===== src/rtl/clock_ctrl.sv =====
// Clock/reset controller: synchronizes PLL lock, holds the core in reset
// until lock has been stable for HOLD_CYCLES cycles, then generates the
// 8 MHz video, 4/8 MHz CPU and 1 MHz sound clock enables from a 32 MHz clock.
module clock_ctrl #(
   parameter int HOLD_CYCLES = 1024
) (
   input  logic       clock,
   input  logic       reset,
   input  logic       locked,
   input  logic       restart,
   input  logic       turbo,
   output logic       sys_rst_n,
   output logic       ce_vid,
   output logic       ce_cpu,
   output logic       ce_snd,
   output logic [1:0] state
);

   localparam int CW = $clog2(HOLD_CYCLES);
   localparam logic [CW-1:0] CNT_LAST = CW'(HOLD_CYCLES - 1);

   typedef enum logic [1:0] {
      ST_WAIT = 2'b00,
      ST_HOLD = 2'b01,
      ST_RUN  = 2'b10,
      ST_BAD  = 2'b11
   } state_t;

   state_t          state_q, state_d;
   logic [1:0]      sync_q, sync_d;
   logic [CW-1:0]   cnt_q, cnt_d;
   logic [4:0]      div_q, div_d;
   logic            turbo_q, turbo_d;
   logic            lock_s;
   logic            run;

   assign lock_s = sync_q[1];
   assign run    = (state_q == ST_RUN);

   // Next-state logic: lock synchronizer shift, sequencer, hold counter,
   // enable divider and the turbo latch that only changes on 8-cycle boundaries.
   always_comb begin
      sync_d  = {sync_q[0], locked};
      state_d = state_q;
      cnt_d   = '0;
      div_d   = '0;
      turbo_d = turbo_q;
      case (state_q)
         ST_WAIT: begin
            if (lock_s) state_d = ST_HOLD;
         end
         ST_HOLD: begin
            if (!lock_s)               state_d = ST_WAIT;
            else if (cnt_q == CNT_LAST) state_d = ST_RUN;
            else                        cnt_d   = cnt_q + 1'b1;
         end
         ST_RUN: begin
            if (!lock_s)      state_d = ST_WAIT;
            else if (restart) state_d = ST_HOLD;
            else              div_d   = div_q + 5'd1;
         end
         default: state_d = ST_WAIT;
      endcase
      if (!run || (div_q[2:0] == 3'd7)) turbo_d = turbo;
   end

   // State registers, all cleared asynchronously by reset.
   always_ff @(posedge clock or negedge reset) begin
      if (!reset) begin
         state_q <= ST_WAIT;
         sync_q  <= '0;
         cnt_q   <= '0;
         div_q   <= '0;
         turbo_q <= 1'b0;
      end else begin
         state_q <= state_d;
         sync_q  <= sync_d;
         cnt_q   <= cnt_d;
         div_q   <= div_d;
         turbo_q <= turbo_d;
      end
   end

   // Outputs decode only registered state, so reset forces them low at once.
   assign state     = state_q;
   assign sys_rst_n = run;
   assign ce_vid    = run && (div_q[1:0] == 2'd3);
   assign ce_snd    = run && (div_q == 5'd31);
   assign ce_cpu    = run && (turbo_q ? (div_q[1:0] == 2'd3) : (div_q[2:0] == 3'd7));

endmodule


===== config.mk =====
export PLATFORM = sky130hd
export DESIGN_NAME = clock_ctrl
export DESIGN_NICKNAME = d
export VERILOG_FILES = /design/src/rtl/clock_ctrl.sv
export SDC_FILE = /design/constraint.sdc
export NUM_CORES = 1
export LEC_CHECK = 0
export BUFFER_PORTS_ARGS = -buffer_cell sky130_fd_sc_hd__buf_2
export CAP_MARGIN = 15
export CORE_MARGIN = 2
export CORE_UTILIZATION = 35
export DETAILED_ROUTE_END_ITERATION = 12
export GPL_ROUTABILITY_DRIVEN = 0
export GPL_TIMING_DRIVEN = 0
export PLACE_DENSITY = 0.55
export SLEW_MARGIN = 10
export SYNTH_ARGS = -nofsm -noshare
export SYNTH_HDL_FRONTEND = slang
export SYNTH_SLANG_ARGS = --single-unit
export TNS_END_PERCENT = 30

===== constraint.sdc =====
create_clock -name clock -period 1.9 [get_ports clock]
set_clock_uncertainty 0.05 [all_clocks]
set_input_delay 0.19 -clock clock [delete_from_list [all_inputs] [get_ports clock]]
set_output_delay 0.19 -clock clock [all_outputs]
set_load 0.05 [all_outputs]

Yosys cells after proc, flatten, opt, wreduce, memory -nomap -nowiden
Index checks and enable logic that the tools add are counted.
Operators by class
  add/sub/neg operators: 2
  $mul: 0
  div/mod/pow operators: 0
  $lt $le $gt $ge: 0
  equal/unequal tests: 9
  shifts and indexed selects: 0
  mux-type cells: 13
  bitwise logic cells: 0
  reduce and logical (&&, ||, !) cells: 7
Operators by type and width (count)
  two-way mux 10 bit: 3
  two-way mux 5 bit: 3
  adder 10 x 1 -> 10 bit, second input constant: 1
  equality test 10 bit, second input constant: 1
  two-way mux 2 bit: 5
  != test 3 bit, second input constant: 2
  case mux 2 bit (3 select lines): 1
  adder 5 x 1 -> 5 bit, second input constant: 1
  equality test 5 bit, second input constant: 1
  equality test 2 bit, second input constant: 2
  equality test 3 bit, second input constant: 1
  logical AND 1 bit: 3
  AND reduction 3 bit: 1
  equality test 2 x 1 -> 1 bit, second input constant: 1
  zero test 2 bit: 1
  != test 2 bit, second input constant: 1
  zero test 1 bit: 1
  logical OR 1 bit: 1
  two-way mux 1 bit: 1
Word-level totals
  register bits after elaboration: 20
  bits in latches: 0
  bits in writable memories: 0
  ROM bits: 0
  input bits: 5
  output and inout bits: 6
  logic and storage cells: 36
  memories kept: 0

Logic depth before layout (Yosys ltp)
  depth in word-level cells: 4
  mapped depth: 4
  gate-level depth less buffers: 4

Worst setup path before layout
No wires, ideal clock.
  kind: reg2out
  start point: reg state_q[0] (netlist: state[0])
  end point: out ce_snd
  arrival: 1721 ps
  required time: 1660 ps
  slack: -61 ps
  stages on the path, launching flop included: 4
  buffers on the path: 0
  cell sequence: dfrtp_1 > nand2b_1 > inv_1 > and2_1
On the way
  cells in the longest elaborated chain, start to end: 2
Ends and longest elaborated chain
  from (decl): RTL line 29  | state_t state_q, state_d;
  from (signal assigned): RTL line 76  | state_q <= state_d;
  equality test 2 bit: RTL line 38  | assign run = (state_q == ST_RUN);
  via sys_rst_n: RTL line 12  | output logic sys_rst_n,
  logical AND 1 bit: RTL line 88  | assign ce_snd = run && (div_q == 5'd31);
  to (decl): RTL line 15  | output logic ce_snd,
The timed path passes the listed nets, and every way through them passes these cells.

Worst setup path in the final report
  start point: reg div_q[0]
  end point: out ce_snd
On the way
  cells in the longest elaborated chain, start to end: 2
Ends and longest elaborated chain
  from (decl): RTL line 32  | logic [4:0] div_q, div_d;
  from (signal assigned): RTL line 79  | div_q <= div_d;
  equality test 5 bit: RTL line 88
  logical AND 1 bit: RTL line 88
Every way passes these cells.

==> reports/qor.txt <==
Hold Path Stages = 2
root buffer cell = clkbuf_4
hpwl dp = 1190 um
Synth area leaders = dfrtp_1, ha_1, nor2_1
final hold viol count = 0
Total Neg Setup Slack = 0 ps
largest net degree at the start of global routing = 21
M1 wire length = 836 um
vias = 690
#FFs+latches synth = 20
min Tclk post-route = 1810 ps
Yosys top cell by area = dfrtp_1
CP Capture Type = output pin
Worst Path Max Fanout = 4
CP arrival = 1570 ps
status = finished, final reports clean
number of enable flip-flop cells after synthesis = 0
Final Cycle Share = 95.5%
Placement Cell Area = 1040 sq um
CTS tree = yes
IO Port Bufs = 10
R2R cell count = 4
Antenna Nets Post-Route = 0
async set or reset register ratio after synthesis = 100%
total DRC errors in the routed layout = 0
Worst R2R Setup Slack = 190 ps
pwr dens = 600 nW/um^2
gr usage total = 11.8%
Setup crit start kind = register
IO Pins = 11
maxcap violations = 0
CTS Buf Count = 3
max-slew violations = 0
routed len/inst = 12.6 um
# rows = 18
Max Buffers Root-to-Sink = 2
Leakage = 0.516 nW
Worst Tran Pin Value = 452 ps
Avg Cell Area, Syn = 11.1 sq um
antenna violations before repair = 0
Max Fclk = 0.551 GHz
Yosys cell types = 33
Clk pin slew, worst setup/hold paths = 120 ps
endpoints failing setup = 0
post-synthesis sequential area ratio = 52.6%
Synth Instances = 86
drt total wl = 1680 um
Die Wd = 56.1 um
vias per cell = 5.19
WS Path Type = reg -> out
HP Class = in -> reg
Clock Sinks = 20
worst rel slew slack = 69.8%
H-tree depth = 1
CP required = 1660 ps
synthesized area = 951 sq um
Finished Cell Area = 1110 sq um
Post-layout nets = 114
Yosys warning count = 0
Iteration-0 DRC Markers = 14
diode count = 0
Synth top area share = 52.6%
chip height = 56.1 um
met3 wire length = 64 um
peak supply drop = 0.681 mV
core area = 2520 sq um
layout cells sized above 1 = 23.3%
syn nets = 95
metal2 WL = 764 um
Top Layer Used = met4
gr ovfl total = 0
number of global-route vias before repair = 644
Worst-Skew Late Latency = 300 ps
Primary FF master, synth = dfrtp_1
Initial Utilization = 37.7%
Die ar. = 3150 sq um
first-pass GRT wire length = 2880 um
First-pass DRT Iterations = 4
Area growth syn-to-layout = 17.0%
==> worst max-delay path: stages (launching register included) <==
cell,delay (ps)
dfrtp_1,430
ha_4,180
and3_1,180
ha_1,160
and2_2,160
buf_4,180
==> logic make-up after synthesis <==
family                   after synthesis  share of synthesized area, %
AND/OR/NAND/NOR                       37                          23.8
flip-flops                            20                          52.6
AO/OA/AOI/OAI                         16                          11.2
XOR/XNOR                               4                          3.68
adder cells (fa/ha/maj)                4                          5.26
buffers and inverters                  3                          1.18
multiplexers                           2                          2.24
==> routing by layer <==
metal / GRT usage, % / vias up
met5: 0 / -
met4: 2.04 / 0
met3: 4.88 / 2
met2: 19.2 / 10
met1: 14.7 / 326
li1: - / 352
==> layout by cell type (no fill, tap or decap), drive strengths merged, types with 3 or more instances in the layout <==
| master | Yosys | final |
|---|---|---|
| inv | 3 | 3 |
| nor2 | 9 | 9 |
| xor2 | 3 | 3 |
| clkbuf | 0 | 3 |
| a21oi | 4 | 4 |
| and2 | 5 | 5 |
| nand2 | 3 | 3 |
| dfrtp | 20 | 20 |
| ha | 4 | 4 |
| buf | 0 | 12 |
| nand3 | 5 | 5 |
==> layout make-up <==
cell class	instances	area [sq um]
Fill cell	249	1410
Sequential cell	20	500
Multi-Input combinational cell	63	453
Timing Repair Buffer	14	87.6
Tap cell	30	37.5
Clock buffer	3	22.5
Inverter	3	11.3
==> cells in the mapped netlist, types with 2 or more instances <==
| cell | instances |
|---|---|
| a21oi_1 | 4 |
| nor2_1 | 9 |
| a31oi_1 | 2 |
| dfrtp_1 | 20 |
| o21ai_0 | 2 |
| xor2_1 | 3 |
| or3_2 | 2 |
| inv_1 | 3 |
| nand2_1 | 3 |
| and2_1 | 5 |
| nand3b_1 | 2 |
| ha_1 | 4 |
| o31ai_1 | 2 |
| or4_1 | 2 |
| nand3_1 | 5 |
==> power breakdown <==
part | internal [mW] | total [mW] | switching, mW | leakage, nW
clock network | 0.0738 | 0.196 | 0.122 | 0.0138
registers | 0.432 | 0.438 | 0.00668 | 0.269
logic | 0.0126 | 0.0335 | 0.0209 | 0.233
==> path summary, 6_finish.rpt <==
| kind | from | endpoint |
|---|---|---|
| worst max-delay path | div_q[0] | ce_snd |
| worst min-delay path | turbo | turbo_q |
| worst min register to register | sync_q[0] | sync_q[1] |
| max in group asynchronous | reset | div_q[0] |
| min in group asynchronous | reset | cnt_q[7] |
| worst max register to register | cnt_q[1] | cnt_q[8] |
==> repair_timing <==
action                                 4_1_cts  5_1_grt
pin swaps                                    0        1
cloned                                       0        0
gates resized for setup                      2        1
endpoints found under the hold margin       21        0
buffers inserted                             0        2
hold buffers                                 2        0
setup endpoints to repair                    1        1
==> per-stage QoR <==
step / worst slack [ps] / hold WS, ps / power, mW / utilization [%] / cells
detailed placement: 197 / 120 / 0.478 / 41.2 / 126
global placement: 196 / 118 / 0.478 / 41.2 / 126
floorplan: -60.8 / -156 / 0.460 / - / 86
finish: 86.2 / 65.9 / 0.668 / 44.1 / 133
global route: -7.47 / 47.6 / 0.709 / 44.1 / 133
CTS: 37.6 / 52.8 / 0.687 / 43.1 / 131
==> registers in the layout (all words and copies together) (netlist names) <==
| signal | cells |
|---|---|
| cnt_q | 10 |
| turbo_q | 1 |
| sync_q | 2 |
| state | 2 |
| div_q | 5 |
Note: power is estimated with default switching activity, not from simulation.
